==> src/rtl/eth_status_counters_pkg.sv <==
`default_nettype none
// ============================================================================
// Module      : eth_stats_pkg
// Description : Shared constants for the Ethernet MAC status counters:
//               status_vector bit positions, default event count and a
//               legality check for the read-address width.
// Ports       : none (package)
// Revision    : 1.0 - initial release
// ============================================================================
package eth_stats_pkg;

    // Bit positions of the MAC status_vector as wired onto event_in.
    localparam int TX_FIFO_OVERFLOW   = 0;
    localparam int TX_FIFO_BAD_FRAME  = 1;
    localparam int TX_FIFO_GOOD_FRAME = 2;
    localparam int TX_ERROR_UNDERFLOW = 3;
    localparam int RX_ERROR_BAD_FRAME = 4;
    localparam int RX_ERROR_BAD_FCS   = 5;
    localparam int RX_FIFO_OVERFLOW   = 6;
    localparam int RX_FIFO_BAD_FRAME  = 7;
    localparam int RX_FIFO_GOOD_FRAME = 8;

    localparam int NUM_MAC_EVENTS     = 9;

    // True when the event count is in range and every counter index is
    // reachable through the read address.
    function automatic bit addr_width_ok(input int addr_width, input int num_events);
        return (num_events >= 1) && (num_events <= 32) &&
               ((64'd1 << addr_width) >= 64'(num_events));
    endfunction

endpackage
`default_nettype wire

==> src/rtl/eth_status_counters_if.sv <==
`default_nettype none
// ============================================================================
// Module      : eth_status_counters_if
// Description : Valid/ready read port of the status counter block.
// Ports       : rd_req_valid/rd_req_ready/rd_addr     - request channel
//               rd_resp_valid/rd_resp_ready/rd_resp_data/rd_resp_error
//                                                      - response channel
//               modport master : reader side
//               modport slave  : counter block side
// Revision    : 1.0 - initial release
// ============================================================================
interface eth_status_counters_if
    import eth_stats_pkg::*;
#(
    parameter int ADDR_WIDTH    = 5,
    parameter int COUNTER_WIDTH = 32
);
    logic                     rd_req_valid;
    logic                     rd_req_ready;
    logic [ADDR_WIDTH-1:0]    rd_addr;
    logic                     rd_resp_valid;
    logic                     rd_resp_ready;
    logic [COUNTER_WIDTH-1:0] rd_resp_data;
    logic                     rd_resp_error;

    modport master (
        output rd_req_valid, rd_addr, rd_resp_ready,
        input  rd_req_ready, rd_resp_valid, rd_resp_data, rd_resp_error
    );

    modport slave (
        input  rd_req_valid, rd_addr, rd_resp_ready,
        output rd_req_ready, rd_resp_valid, rd_resp_data, rd_resp_error
    );
endinterface
`default_nettype wire

==> src/rtl/eth_status_counters_counter.sv <==
`default_nettype none
// ============================================================================
// Module      : eth_stat_counter
// Description : One statistics lane: live counter, shadow copy, sticky
//               overflow and event-seen flags, saturate/wrap and clear.
// Ports       : clock, reset        - clock, async active-high reset
//               event_in            - count enable for this cycle
//               snapshot            - copy live value to shadow
//               snapshot_clear      - with snapshot: restart the interval
//               shadow              - last snapshot value
//               overflow            - sticky overflow flag (live)
//               event_seen          - sticky event flag (live)
// Revision    : 1.0 - initial release
// ============================================================================
module eth_stat_counter
    import eth_stats_pkg::*;
#(
    parameter int COUNTER_WIDTH = 32,
    parameter bit SATURATE      = 1'b1
) (
    input  wire logic                     clock,
    input  wire logic                     reset,
    input  wire logic                     event_in,
    input  wire logic                     snapshot,
    input  wire logic                     snapshot_clear,
    output logic      [COUNTER_WIDTH-1:0] shadow,
    output logic                          overflow,
    output logic                          event_seen
);
    localparam logic [COUNTER_WIDTH-1:0] C_ALL_ONES = '1;

    logic [COUNTER_WIDTH-1:0] r_live;
    logic [COUNTER_WIDTH-1:0] r_shadow;
    logic                     r_overflow;
    logic                     r_seen;
    logic                     w_clear;
    logic                     w_at_max;

    assign w_clear  = snapshot && snapshot_clear;
    assign w_at_max = (r_live == C_ALL_ONES);

    always_ff @(posedge clock or posedge reset) begin
        if (reset) begin
            r_live     <= '0;
            r_shadow   <= '0;
            r_overflow <= 1'b0;
            r_seen     <= 1'b0;
        end else begin
            // Shadow takes the pre-update value: this cycle's event is not in it.
            if (snapshot) begin
                r_shadow <= r_live;
            end
            if (w_clear) begin
                // The event of the clearing cycle opens the new interval.
                r_live     <= {{(COUNTER_WIDTH-1){1'b0}}, event_in};
                r_overflow <= 1'b0;
                r_seen     <= event_in;
            end else if (event_in) begin
                r_seen <= 1'b1;
                if (w_at_max) begin
                    r_overflow <= 1'b1;
                    if (!SATURATE) begin
                        r_live <= '0;
                    end
                end else begin
                    r_live <= r_live + COUNTER_WIDTH'(1);
                end
            end
        end
    end

    assign shadow     = r_shadow;
    assign overflow   = r_overflow;
    assign event_seen = r_seen;

endmodule
`default_nettype wire

==> src/rtl/eth_status_counters.sv <==
`default_nettype none
// ============================================================================
// Module      : eth_status_counters
// Description : Per-event statistics collector for the MAC status pulses.
//               NUM_EVENTS live counters with an atomic shadow bank, read
//               back through a single-entry valid/ready response register.
// Ports       : clock, reset        - 125 MHz clock, async active-high reset
//               event_in            - one count per high cycle per bit
//               snapshot            - copy live counters to shadow bank
//               snapshot_clear      - with snapshot: zero live counters/flags
//               rd                  - read port (eth_status_counters_if.slave)
//               overflow            - sticky overflow flags
//               event_seen          - sticky event-seen flags
// Revision    : 1.0 - initial release
// ============================================================================
module eth_status_counters
    import eth_stats_pkg::*;
#(
    parameter int NUM_EVENTS    = NUM_MAC_EVENTS,
    parameter int COUNTER_WIDTH = 32,
    parameter bit SATURATE      = 1'b1,
    parameter int ADDR_WIDTH    = 5
) (
    input  wire logic                  clock,
    input  wire logic                  reset,
    input  wire logic [NUM_EVENTS-1:0] event_in,
    input  wire logic                  snapshot,
    input  wire logic                  snapshot_clear,
    eth_status_counters_if.slave       rd,
    output logic      [NUM_EVENTS-1:0] overflow,
    output logic      [NUM_EVENTS-1:0] event_seen
);
    if (!addr_width_ok(ADDR_WIDTH, NUM_EVENTS)) begin : g_param_check
        $error("eth_status_counters: illegal NUM_EVENTS/ADDR_WIDTH combination");
    end

    logic [COUNTER_WIDTH-1:0] w_shadow [NUM_EVENTS];
    logic [COUNTER_WIDTH-1:0] w_rd_data;
    logic                     w_rd_hit;
    logic                     w_req_fire;

    logic                     r_resp_valid;
    logic [COUNTER_WIDTH-1:0] r_resp_data;
    logic                     r_resp_error;

    for (genvar gi = 0; gi < NUM_EVENTS; gi++) begin : g_counter
        eth_stat_counter #(
            .COUNTER_WIDTH (COUNTER_WIDTH),
            .SATURATE      (SATURATE)
        ) u_counter (
            .clock          (clock),
            .reset          (reset),
            .event_in       (event_in[gi]),
            .snapshot       (snapshot),
            .snapshot_clear (snapshot_clear),
            .shadow         (w_shadow[gi]),
            .overflow       (overflow[gi]),
            .event_seen     (event_seen[gi])
        );
    end

    // Shadow read mux; an address that matches no counter reads as zero
    // and is flagged as an error.
    always_comb begin
        w_rd_data = '0;
        w_rd_hit  = 1'b0;
        for (int i = 0; i < NUM_EVENTS; i++) begin
            if (rd.rd_addr == ADDR_WIDTH'(i)) begin
                w_rd_data = w_shadow[i];
                w_rd_hit  = 1'b1;
            end
        end
    end

    // The response slot can take a new request when empty or being drained.
    assign rd.rd_req_ready = !r_resp_valid || rd.rd_resp_ready;
    assign w_req_fire      = rd.rd_req_valid && rd.rd_req_ready;

    always_ff @(posedge clock or posedge reset) begin
        if (reset) begin
            r_resp_valid <= 1'b0;
            r_resp_data  <= '0;
            r_resp_error <= 1'b0;
        end else if (w_req_fire) begin
            r_resp_valid <= 1'b1;
            r_resp_data  <= w_rd_data;
            r_resp_error <= !w_rd_hit;
        end else if (rd.rd_resp_ready) begin
            r_resp_valid <= 1'b0;
        end
    end

    assign rd.rd_resp_valid = r_resp_valid;
    assign rd.rd_resp_data  = r_resp_data;
    assign rd.rd_resp_error = r_resp_error;

endmodule
`default_nettype wire

==> src/flat_wrapper.sv <==
// flat-port wrapper written by rule: the top's interface ports become plain ports
module eth_status_counters_flat import eth_stats_pkg::*;
#(
    parameter int NUM_EVENTS    = NUM_MAC_EVENTS,
    parameter int COUNTER_WIDTH = 32,
    parameter bit SATURATE      = 1'b1,
    parameter int ADDR_WIDTH    = 5
)
  (clock, reset, event_in, snapshot, snapshot_clear, overflow, event_seen, rd_rd_req_valid, rd_rd_addr, rd_rd_resp_ready, rd_rd_req_ready, rd_rd_resp_valid, rd_rd_resp_data, rd_rd_resp_error);
  eth_status_counters_if #(.ADDR_WIDTH(ADDR_WIDTH), .COUNTER_WIDTH(COUNTER_WIDTH)) rd_i ();
  input  wire logic clock;
  input  wire logic reset;
  input  wire logic [NUM_EVENTS-1:0] event_in;
  input  wire logic snapshot;
  input  wire logic snapshot_clear;
  output logic      [NUM_EVENTS-1:0] overflow;
  output logic      [NUM_EVENTS-1:0] event_seen;
  input wire logic [$bits(rd_i.rd_req_valid)-1:0] rd_rd_req_valid;
  input wire logic [$bits(rd_i.rd_addr)-1:0] rd_rd_addr;
  input wire logic [$bits(rd_i.rd_resp_ready)-1:0] rd_rd_resp_ready;
  output wire logic [$bits(rd_i.rd_req_ready)-1:0] rd_rd_req_ready;
  output wire logic [$bits(rd_i.rd_resp_valid)-1:0] rd_rd_resp_valid;
  output wire logic [$bits(rd_i.rd_resp_data)-1:0] rd_rd_resp_data;
  output wire logic [$bits(rd_i.rd_resp_error)-1:0] rd_rd_resp_error;
  assign rd_i.rd_req_valid = rd_rd_req_valid;
  assign rd_i.rd_addr = rd_rd_addr;
  assign rd_i.rd_resp_ready = rd_rd_resp_ready;
  assign rd_rd_req_ready = rd_i.rd_req_ready;
  assign rd_rd_resp_valid = rd_i.rd_resp_valid;
  assign rd_rd_resp_data = rd_i.rd_resp_data;
  assign rd_rd_resp_error = rd_i.rd_resp_error;
  eth_status_counters #(.NUM_EVENTS(NUM_EVENTS), .COUNTER_WIDTH(COUNTER_WIDTH), .SATURATE(SATURATE), .ADDR_WIDTH(ADDR_WIDTH)) u_core (.clock(clock), .reset(reset), .event_in(event_in), .snapshot(snapshot), .snapshot_clear(snapshot_clear), .rd(rd_i), .overflow(overflow), .event_seen(event_seen));
endmodule
==> config.mk <==
export PLATFORM = sky130hd
export DESIGN_NAME = eth_status_counters_flat
export DESIGN_NICKNAME = d
export VERILOG_FILES = /design/src/rtl/eth_status_counters_pkg.sv /design/src/rtl/eth_status_counters_if.sv /design/src/rtl/eth_status_counters_counter.sv /design/src/rtl/eth_status_counters.sv /design/src/flat_wrapper.sv
export SDC_FILE = /design/constraint.sdc
export NUM_CORES = 1
export LEC_CHECK = 0
export CAP_MARGIN = 20
export CORE_MARGIN = 2
export CORE_UTILIZATION = 55
export DETAILED_ROUTE_END_ITERATION = 6
export PLACE_DENSITY = 0.71
export SLEW_MARGIN = 20
export SYNTH_ARGS = -nofsm -noshare
export SYNTH_HDL_FRONTEND = slang
export SYNTH_SLANG_ARGS = --single-unit
==> constraint.sdc <==
create_clock -name clock -period 51.2 [get_ports clock]
set_input_delay 15.36 -clock clock [delete_from_list [all_inputs] [get_ports clock]]
set_output_delay 15.36 -clock clock [all_outputs]
set_load 0.01 [all_outputs]
==> impl_metrics.yaml <==
outcome:
  status: "completed"
worst_setup_path:
  cp.arrival_ps: 16530
  setup.worst_path.start: "rd_rd_resp_ready"
  cpMostUsedCell: "clkdlybuf4s50_1"
  slowest_delay_ps: 560
  r2r-start: "u_core.g_counter[2].u_counter.r_live[0]"
  critPathMaxFanout: 4
  critPathKind: "in -> out"
  cp-start-kind: "input port"
  crit_chain: "clkdlybuf4s50_1 > nand2b_1 > clkdlybuf4s50_1"
  crit_slowest_cell: "clkdlybuf4s50_1"
  end_kind: "primary output"
  cp.required_ps: 35840
  r2r_slack_ps: 48470
place:
  post-place-cells: 3672
  place_area_um2: 32540
  io_buffers: 72
  gp_congestion: 0.9037
  pre_cts_ws_ps: 19320
  dp_hpwl_um: 60320
worst_hold_path:
  min_from: "u_core.g_counter[4].u_counter.event_seen"
  hold_class: "reg -> reg"
sta:
  setup_violations: 0
  setup_ws_ps: 19310
  rsz0062_at_grt: "no"
  min_period_over_period_pct: 62.28
  max_freq_mhz: 31.36
  timing.hold.ws_ps: 474.2
  worst_slew_pin_slew_ps: 1080
  slew_headroom_pct: 27.99
  finClkSkew_ps: 27.91
  hold_viol: 0
  tns_ps: 0
  maxSlewViolCount: 0
  post-route-min-period_ps: 31890
clock_tree:
  root_buffer: "clkbuf_16"
  cts_resized: 0
  cts_htree_levels: 3
  insertion_delay_ps: 630
  clk_pin_slew_ps: 50
  cts_tree: "yes"
  postCtsHoldBufs: 0
  cts_buffers: 68
  postCtsSetupBuffers: 0
  ctsLongestPathBuffers: 3
  cts_sinks: 628
final_layout:
  nets: 3016
  drive_above_1_share_pct: 16.42
  stdcell_area_um2: 34960
  area_delta_synth_final_pct: 11.21
  fin_cells: 3796
pwr:
  leakage_uw: 0.01474
  pwr-share-comb_pct: 7.2
  swShare_pct: 24.32
  powerDensity_nw_per_um2: 32.39
  p_clk_share_pct: 46.2
  peakVddDrop_mv: 0.02838
  p_seq_share_pct: 46.6
  p_int_uw: 856.9
  switchingPower_uw: 275.4
drt:
  wl_per_cell_um: 23.29
  drcViolationCount: 0
  drt_iter0_drc: 2823
  dr.pass1.iters: 7
  ant_nets: 0
  vias: 25390
  routed_wl_um: 88400
  avgViaCountPerCell: 6.689
floorplan:
  rows: 87
  io_pins: 73
  fp.dieH_um: 243.1
  dieArea_um2: 59090
  start_util_pct: 55.65
  fp.dieW_um: 243.1
  core_um2: 56500
synthesis:
  synth_top_cell_area_share_pct: 49.99
  synthArstFlopShare_pct: 100.0
  yosys-top-cells-count: "dfrtp_1 (628), mux2_2 (288), a21oi_1 (258)"
  syn_inst: 3014
  synth_most_common_cell: "dfrtp_1"
  ys_ff_latch: 628
  synth_top_area_cell: "dfrtp_1"
  synthTopCellsByArea: "dfrtp_1 (50%), mux2_2 (10%), a21oi_1 (4.1%)"
  ys_warn_count: 0
  synth_nets: 3043
  synth_top_flop_cell: "dfrtp_1"
  syn_area_um2: 31440
  avgSynthCellArea_um2: 10.43
  seq_area_frac_synth_pct: 49.99
  synth-edff-count: 0
  synth_cell_type_count: 73
job:
  drv_cap: 0
grt:
  grt_max_degree: 158
  grt_pass1_wl_um: 140500
  grt-busiest-layer: "met2"
  grt_pass1_vias: 24210
  met1_usage_pct: 44.00
  gr-total-overflow: 0
  use_met2_pct: 45.72
  grt_usage_pct: 30.03
  grt_util_met3_pct: 4.522
  antenna_found_initial: 5
==> final cells by class <==
cell class	count	area, µm²
fillers	4450	21530
flip-flops and latches	628	15720
multi-input cells	2154	14800
clock buffers	99	2032
repair buffers	102	979.7
well taps	756	945.9
clock inverters	23	351.6
inverters	33	131.4
diodes	1	2.502
==> logic make-up after synthesis <==
group	share of synthesized area, %
flip-flops	49.99
AO/OA/AOI/OAI	14.09
AND/OR/NAND/NOR	18.68
multiplexers	13.17
XOR/XNOR	0.6408
buffers and inverters	3.080
adder cells (fa/ha/maj)	0.3582
==> critical path, delay by kind of cell <==
kind / cells / cell delay (ps)
AND/OR/NAND/NOR: 1 / 160
buffers and inverters: 2 / 1010
==> flip-flops by register name, summed over array words and instances, names as in the netlist <==
name	cells
u_core.g_counter.u_counter.r_live	288
u_core.g_counter.u_counter.shadow	288
u_core.g_counter.u_counter.event_seen	9
u_core.rd.rd_resp_error	1
u_core.g_counter.u_counter.overflow	9
u_core.rd.rd_resp_valid	1
u_core.rd.rd_resp_data	32
==> per-layer routing <==
metal,share of wire [%],up-vias
met5,0,-
met4,3.5,0
met3,7.0,168
met2,45,1033
met1,44,12860
li1,-,11330
==> power by group through the flow <==
stage | registers [µW] | logic [µW] | clock network [µW]
after floorplan | 531 | 54.6 | 0
after global placement | 535 | 78.9 | 0
after detailed placement | 536 | 80.9 | 0
after CTS | 527 | 81.3 | 529
after global routing | 529 | 88.9 | 551
final | 528 | 81.3 | 523
==> worst paths after layout <==
check                                                                end  cells past startpoint
worst max-delay path                                     rd_rd_req_ready                      3
worst min-delay path            u_core.g_counter[4].u_counter.event_seen                      1
worst max register to register  u_core.g_counter[2].u_counter.r_live[17]                      6
worst min register to register  u_core.g_counter[4].u_counter.event_seen                      1
max in group asynchronous        u_core.g_counter[6].u_counter.shadow[2]                      5
min in group asynchronous       u_core.g_counter[0].u_counter.event_seen                      2
==> metrics by stage <==
step	power (µW)	utilization (%)
2_1_floorplan	585.2	-
3_3_place_gp	614.3	57.60
3_5_place_dp	617.0	57.60
4_1_cts	1138	61.82
5_1_grt	1169	61.88
6_report	1132	61.89
==> cells in the final DEF, fill, tap and decap left out, types with 16 or more instances in the layout <==
| cell type | netlist | final |
|---|---|---|
| a22oi_1 | 17 | 17 |
| or4_1 | 103 | 103 |
| nor3_1 | 51 | 49 |
| mux2_2 | 288 | 288 |
| clkdlybuf4s50_1 | 0 | 68 |
| inv_1 | 33 | 32 |
| dfrtp_1 | 628 | 628 |
| nand2b_1 | 31 | 31 |
| and2_1 | 17 | 16 |
| mux2i_1 | 49 | 49 |
| o211ai_1 | 37 | 37 |
| o21ai_0 | 158 | 157 |
| nand2_1 | 234 | 233 |
| or3_1 | 99 | 99 |
| buf_4 | 19 | 27 |
| nor2_1 | 112 | 111 |
| nand3_1 | 135 | 135 |
| mux4_2 | 18 | 18 |
| nor2b_1 | 18 | 17 |
| a211oi_1 | 21 | 21 |
| nand4_1 | 94 | 94 |
| o31ai_1 | 87 | 86 |
| and4_1 | 31 | 30 |
| o22ai_1 | 16 | 16 |
| clkbuf_16 | 0 | 71 |
| nor4_1 | 34 | 32 |
| a21oi_1 | 258 | 258 |
| and3_1 | 42 | 42 |
Power figures use the tool's default switching activity.
